[config.mk]
export PLATFORM = sky130hd
export DESIGN_NAME = cnn_sdiv_21s_7ns_seq
export DESIGN_NICKNAME = d
export VERILOG_FILES = /design/src/rtl/cnn_sdiv_21s_7ns_seq.sv
export SDC_FILE = /design/constraint.sdc
export NUM_CORES = 1
export LEC_CHECK = 0
export CAP_MARGIN = 20
export CORE_MARGIN = 4
export CORE_UTILIZATION = 50
export CTS_BUF_LIST = sky130_fd_sc_hd__clkbuf_8
export CTS_CLUSTER_DIAMETER = 80
export DETAILED_ROUTE_END_ITERATION = 8
export GPL_TIMING_DRIVEN = 0
export PLACE_DENSITY = 0.73
export SYNTH_ARGS = -nofsm -noshare
export SYNTH_HDL_FRONTEND = slang
export SYNTH_SLANG_ARGS = --single-unit
[constraint.sdc]
create_clock -name ap_clk -period 7.02 [get_ports ap_clk]
set_input_delay 0.702 -clock ap_clk [delete_from_list [all_inputs] [get_ports ap_clk]]
set_output_delay 0.702 -clock ap_clk [all_outputs]
set_load 0.005 [all_outputs]
[src/rtl/cnn_sdiv_21s_7ns_seq.sv]
// Sequential restoring divider: signed 21-bit dividend by unsigned 7-bit scale, 14-bit signed quotient.
// Define CNN_DIV_SAT_EN to saturate the quotient on overflow; otherwise it wraps to its low bits.
module cnn_sdiv_21s_7ns_seq #(
    parameter int DIVIDEND_W = 21,
    parameter int DIVISOR_W  = 7,
    parameter int QUOT_W     = 14
) (
    input  logic                         ap_clk,
    input  logic                         ap_rst,
    input  logic                         in_valid,
    output logic                         in_ready,
    input  logic signed [DIVIDEND_W-1:0] dividend,
    input  logic        [DIVISOR_W-1:0]  divisor,
    output logic                         out_valid,
    input  logic                         out_ready,
    output logic signed [QUOT_W-1:0]     quot,
    output logic signed [DIVISOR_W:0]    rem,
    output logic                         ovf,
    output logic                         dz
);

    localparam int REM_W = DIVISOR_W + 1;
    localparam int CNT_W = $clog2(DIVIDEND_W);

    localparam logic [1:0] S_IDLE  = 2'd0;
    localparam logic [1:0] S_CALC  = 2'd1;
    localparam logic [1:0] S_FINAL = 2'd2;
    localparam logic [1:0] S_DONE  = 2'd3;

    localparam logic [CNT_W-1:0]         LAST_ITER = CNT_W'(DIVIDEND_W - 1);
    localparam logic signed [QUOT_W-1:0] Q_MAX     = {1'b0, {(QUOT_W-1){1'b1}}};
    localparam logic signed [QUOT_W-1:0] Q_MIN     = {1'b1, {(QUOT_W-1){1'b0}}};
    localparam logic [DIVIDEND_W-1:0]    POS_LIMIT = DIVIDEND_W'((1 << (QUOT_W - 1)) - 1);
    localparam logic [DIVIDEND_W-1:0]    NEG_LIMIT = DIVIDEND_W'(1 << (QUOT_W - 1));

    logic [1:0]            state;
    logic [CNT_W-1:0]      cnt;
    logic                  neg;
    logic [DIVIDEND_W-1:0] mag;
    logic [DIVISOR_W-1:0]  dvsr;
    logic [DIVISOR_W-1:0]  prem;

    logic                     accept;
    logic                     in_neg;
    logic [DIVIDEND_W-1:0]    in_mag;
    logic [REM_W-1:0]         shifted;
    logic [REM_W-1:0]         diff;
    logic                     take;
    logic [DIVISOR_W-1:0]     prem_next;
    logic                     q_neg;
    logic                     ovf_calc;
    logic signed [QUOT_W-1:0] quot_calc;
    logic signed [REM_W-1:0]  rem_calc;

    // mag doubles as the quotient shift register: dividend bits leave at the top
    // while quotient bits enter at the bottom, so after the last step it holds |quotient|.
    always_comb begin
        accept    = in_valid && in_ready && (state == S_IDLE);
        in_neg    = dividend[DIVIDEND_W-1];
        in_mag    = in_neg ? (~dividend + DIVIDEND_W'(1)) : dividend;
        shifted   = {prem, mag[DIVIDEND_W-1]};
        take      = (shifted >= {1'b0, dvsr});
        diff      = shifted - {1'b0, dvsr};
        prem_next = DIVISOR_W'(take ? diff : shifted);
        q_neg     = neg && (mag != '0);
        ovf_calc  = q_neg ? (mag > NEG_LIMIT) : (mag > POS_LIMIT);
        quot_calc = QUOT_W'(q_neg ? (~mag + DIVIDEND_W'(1)) : mag);
        rem_calc  = REM_W'(neg ? (~{1'b0, prem} + REM_W'(1)) : {1'b0, prem});
`ifdef CNN_DIV_SAT_EN
        if (ovf_calc) begin
            quot_calc = q_neg ? Q_MIN : Q_MAX;
        end
`endif
    end

    // A zero divisor skips the iterations but still passes through the result register stage.
    always_ff @(posedge ap_clk) begin
        if (ap_rst) begin
            state     <= S_IDLE;
            cnt       <= '0;
            neg       <= 1'b0;
            mag       <= '0;
            dvsr      <= '0;
            prem      <= '0;
            in_ready  <= 1'b0;
            out_valid <= 1'b0;
            quot      <= '0;
            rem       <= '0;
            ovf       <= 1'b0;
            dz        <= 1'b0;
        end else begin
            case (state)
                S_IDLE: begin
                    in_ready <= 1'b1;
                    if (accept) begin
                        neg      <= in_neg;
                        mag      <= in_mag;
                        dvsr     <= divisor;
                        prem     <= '0;
                        cnt      <= '0;
                        in_ready <= 1'b0;
                        state    <= (divisor == '0) ? S_FINAL : S_CALC;
                    end
                end
                S_CALC: begin
                    prem <= prem_next;
                    mag  <= {mag[DIVIDEND_W-2:0], take};
                    cnt  <= cnt + 1'b1;
                    if (cnt == LAST_ITER) begin
                        state <= S_FINAL;
                    end
                end
                S_FINAL: begin
                    if (dvsr == '0) begin
                        quot <= neg ? Q_MIN : Q_MAX;
                        rem  <= '0;
                        ovf  <= 1'b0;
                        dz   <= 1'b1;
                    end else begin
                        quot <= quot_calc;
                        rem  <= rem_calc;
                        ovf  <= ovf_calc;
                        dz   <= 1'b0;
                    end
                    out_valid <= 1'b1;
                    state     <= S_DONE;
                end
                S_DONE: begin
                    if (out_ready) begin
                        out_valid <= 1'b0;
                        in_ready  <= 1'b1;
                        state     <= S_IDLE;
                    end
                end
                default: begin
                    state <= S_IDLE;
                end
            endcase
        end
    end

endmodule

# Word-level counts from Yosys, hierarchy flattened
# Cells that the tools add are included.
[classes] addsub=5 order_cmp=3 eq_ne=7 muxes=26 n_bitwise=3 n_reduce_logical=15
[op_table] op="14-bit two-way mux" count=3
[op_table] op="21-bit two-way mux" count=2
[op_table] op="21-bit one-hot mux with 2 select lines" count=1
[op_table] op="21-bit by 2-bit adder with 21-bit output (second input constant)" count=1
[op_table] op="21-bit by 13-bit > comparator with 1-bit output (second input constant)" count=1
[op_table] op="21-bit by 14-bit > comparator with 1-bit output (second input constant)" count=1
[op_table] op="21-bit inverter" count=1
[op_table] op="21-bit nonzero test" count=1
[op_table] op="8-bit two-way mux" count=2
[op_table] op="14-bit by 1-bit adder with 14-bit output (second input constant)" count=1
[op_table] op="7-bit zero test" count=2
[op_table] op="7-bit two-way mux" count=2
[op_table] op="14-bit inverter" count=1
[op_table] op="7-bit one-hot mux with 2 select lines" count=1
[op_table] op="5-bit one-hot mux with 2 select lines" count=1
[op_table] op="8-bit by 1-bit adder with 8-bit output (second input constant)" count=1
[op_table] op="8-bit by 7-bit >= comparator with 1-bit output" count=1
[op_table] op="2-bit two-way mux" count=4
[op_table] op="7-bit inverter with 8-bit output" count=1
[op_table] op="2-bit one-hot mux with 4 select lines" count=1
[op_table] op="2-bit AND reduction" count=4
[op_table] op="7-bit subtractor" count=1
[op_table] op="1-bit two-way mux" count=6
[op_table] op="2-bit inequality test (second input constant)" count=3
[op_table] op="other kinds (10)" count=16
[totals] register_bits=69

# Logic depth before layout (Yosys ltp)
[depth] depth_word=5 ltp_mapped=10

# Worst setup path after synthesis
# OpenSTA, ideal clock, no wires.
[synth_timing] kind="input -> register" from="input port dividend[1]" to="register mag[18]" t_arrival_ns=2.354 required_ns=6.951 setup_slack_ns=4.597 cell_stages=7 n_path_buf=0 cell_sequence="inv_1 -> ha_1 -> or4b_2 -> or2_0 -> or3_1 -> o311a_1 -> o21ai_1"
[synth_via] elab_chain_cells=5
[synth_rtl] element="start, declared" line="12" text="input logic signed [DIVIDEND_W-1:0] dividend,"
[synth_rtl] element="21-bit inverter" line="60" text="in_mag = in_neg ? (~dividend + DIVIDEND_W'(1)) : dividend;"
[synth_rtl] element="21-bit by 2-bit adder with 21-bit output" line="60"
[synth_rtl] element="21-bit two-way mux" line="60"
[synth_rtl] element="21-bit two-way mux" line="95" text="if (accept) begin"
[synth_rtl] element="21-bit one-hot mux with 2 select lines" line="92" text="case (state)"
[synth_rtl] element="end signal, assigned" line="97" text="mag <= in_mag;"
[synth_rtl] element="end signal, assigned" line="107" text="mag <= {mag[DIVIDEND_W-2:0], take};"
[synth_rtl] element="end, declared" line="39" text="logic [DIVIDEND_W-1:0] mag;"
# No other way between the ends. The select of a mux whose other input is x is not followed.
# A chain may end at the register's enable or synchronous reset.

# Final worst setup path
[layout_timing] from="input port dividend[0]" to="register mag[18]"
# The elaborated chain is that of the path after synthesis.

==> impl_metrics.yaml <==
clocking:
  path_clk_slew_ns: 0.07
  ctsLongestPathBuffers: 2
  worstSkewPairLatency_ns: 0.35
  post_cts_buffers: 0
  cts_tree: "done"
  cts_root_buf: "clkbuf_8"
  numCtsBuffers: 9
  cts_max_level: 3
  clock-sinks: 69
  post_cts_resized: 0
  cts_hold_buffers: 0
finish:
  stdcell_count: 741
  multiInputGateArea_mm2: 0.002755
  areaGrowthSynthToFinish_pct: 21.86
  final_area_mm2: 0.005370
  drive_gt1_share_pct: 5.503
  regArea_mm2: 0.001381
  num_antenna_cells: 0
  nFillCells: 728
  finalNetCount: 681
setup_path:
  cp-start-kind: "input port"
  critPathCaptureType: "register"
  path_max_fanout: 4
  criticalPathCategory: "input port to register"
  arrival_ns: 3.13
  required_ns: 7.30
  r2r_slack_ns: 4.20
sta:
  setup_tns_ns: 0
  fin_ws_ns: 4.168
  finalSetupViolations: 0
  rsz0062_at_grt: "false"
  drv_slew: 0
  hold_viol_final: 0
  max_slew_margin_pct: 36.17
  whs_ns: 0.4582
  fmax_ghz: 0.3506
  tightestPinTransition_ns: 0.9502
  clock_skew_ns: 0.007772
  finalCritPeriodShare_pct: 40.63
  min_period_ns: 2.852
global_routing:
  grt_antenna_before_repair: 0
  grt_overflow: 0
  grt_pass1_wl_um: 20400
  grt_max_degree: 13
  grt_usage_pct: 24.41
  grt_pass1_vias: 4191
logic_synthesis:
  netlist_area_mm2: 0.004407
  synthesis.nets: 613
  ys_ff_latch: 69
  yosysUniqueCellTypes: 61
  synth_ff_type: "dfxtp_1"
  yosysTopAreaCellShare_pct: 31.35
  synth_commonest_cells: "69 x dfxtp_1, 64 x nand2_1, 47 x a21oi_1, 34 x clkbuf_1, 33 x nor2_1"
  ys_seq_area_share_pct: 31.35
  synth.yosys.warnings: 0
  yosysMostFrequentCell: "dfxtp_1"
  synthArstFlopShare_pct: 0
  yosysTopAreaCell: "dfxtp_1"
  synth_edf_count: 0
  synth_area_leaders: "dfxtp_1 31%, nand2_1 5.5%, a21oi_1 5.3%"
  syn_inst: 563
  avgSynthCellArea_um2: 7.827
routing:
  drt-vias-per-instance: 5.999
  drtIter0Drc: 230
  ant_nets: 0
  vias: 4445
  routed_wl_um: 12270
  wl_per_cell_um: 16.56
  remaining_drc_errors: 0
  first_pass_iters: 5
die:
  fp.dieW_um: 101.9
  ioPinCount: 58
  fp.dieH_um: 101.9
  std_cell_rows: 33
  core_area_mm2: 0.008382
  dieArea_mm2: 0.01038
  start_util_pct: 52.58
place:
  hpwl_um: 9350
  place_congestion: 0.8806
  post-place-cells: 725
  portBuffers: 57
  post-place-ws_ns: 3.873
  placed_area_mm2: 0.005109
flow_run:
  maxCapViolations: 0
worst_hold_path:
  hold_class: "register to register"
power:
  power_density_mw_per_mm2: 356.6
  leakage_nw: 1.872
  ir_worst_vdd_v: 0.0001513
run_status:
  status: "completed"
-- routing by layer --
layer	track usage [%]	share of wire, %
met2	39.13	45
met5	0	0
met1	34.20	47
met4	6.660	1.1
met3	4.027	6.8
-- power by group --
group	switching, W	internal, W	leakage [nW]
clock	0.000155	0.000271	0.129
sequential	0.0000760	0.000475	0.561
combinational	0.000565	0.000373	1.18
total	0.000796	0.00112	1.87
-- stage by stage --
step / total power, W / utilization, %
global route: 0.002047 / 64.07
CTS: 0.001906 / 64.07
floorplan: 0.001187 / -
global placement: 0.001462 / 60.95
finish: 0.001915 / 64.07
detailed placement: 0.001479 / 60.95
-- kinds of logic (layout without fill, tap and decap cells) --
group | after synthesis | count (layout) | synth area share, %
fa+ha+maj | 18 | 18 | 5.281
simple gates | 206 | 206 | 24.22
mux | 8 | 8 | 1.817
xor+xnor | 30 | 30 | 5.962
compound gates | 164 | 164 | 25.24
buf+inv | 68 | 141 | 6.133
flops | 69 | 69 | 31.35
-- final cells by class --
type	instances	area share (%)
Buffer	38	2.936
Clock buffer	9	2.307
Clock inverter	7	2.563
Inverter	30	2.097
Multi-Input combinational cell	426	51.30
Sequential cell	69	25.72
Tap cell	105	2.446
Timing Repair Buffer	57	10.62
-- cells in the final DEF (no fill, tap or decap), types with 6 or more instances in the layout --
master / instances
xor2_1: 12
clkbuf_1: 34
nor4_1: 9
clkdlybuf4s50_1: 57
xnor2_1: 18
nand4_1: 8
nor2_1: 33
o211ai_1: 23
o21ai_0: 21
or4_1: 8
o21ai_1: 6
dfxtp_1: 69
mux2i_1: 8
nand3_1: 13
o41ai_1: 8
nor3_1: 14
o31ai_1: 16
a21oi_1: 47
nand2_1: 64
or3_1: 9
inv_1: 28
clkbuf_8: 9
ha_1: 17
a211oi_1: 6
nand2b_1: 15
-- worst paths after layout --
path / cells past startpoint / endpoint / from
max reg2reg: 10 / prem[5]$_SDFFE_PP0P_ / mag[20]$_SDFFE_PP0P_
min: 2 / quot[12]$_SDFFE_PP0P_ / quot[12]$_SDFFE_PP0P_
min reg2reg: 2 / quot[12]$_SDFFE_PP0P_ / quot[12]$_SDFFE_PP0P_
max: 8 / mag[18]$_SDFFE_PP0P_ / dividend[0]
-- worst max-delay path, stage by stage --
cell	delay, ns
clkdlybuf4s50_1	0.52
inv_1	0.11
ha_1	0.19
or4b_2	0.66
or2_0	0.28
or3_1	0.36
o311a_1	0.15
o21ai_1	0.15
-- sequential cells by signal (all words and copies together), names as in the netlist --
register,count
prem,7
rem,8
out_valid,1
state,2
neg,1
quot,14
dvsr,7
in_ready,1
mag,21
ovf,1
cnt,5
dz,1
No activity file was read; power rests on OpenSTA's default activity.
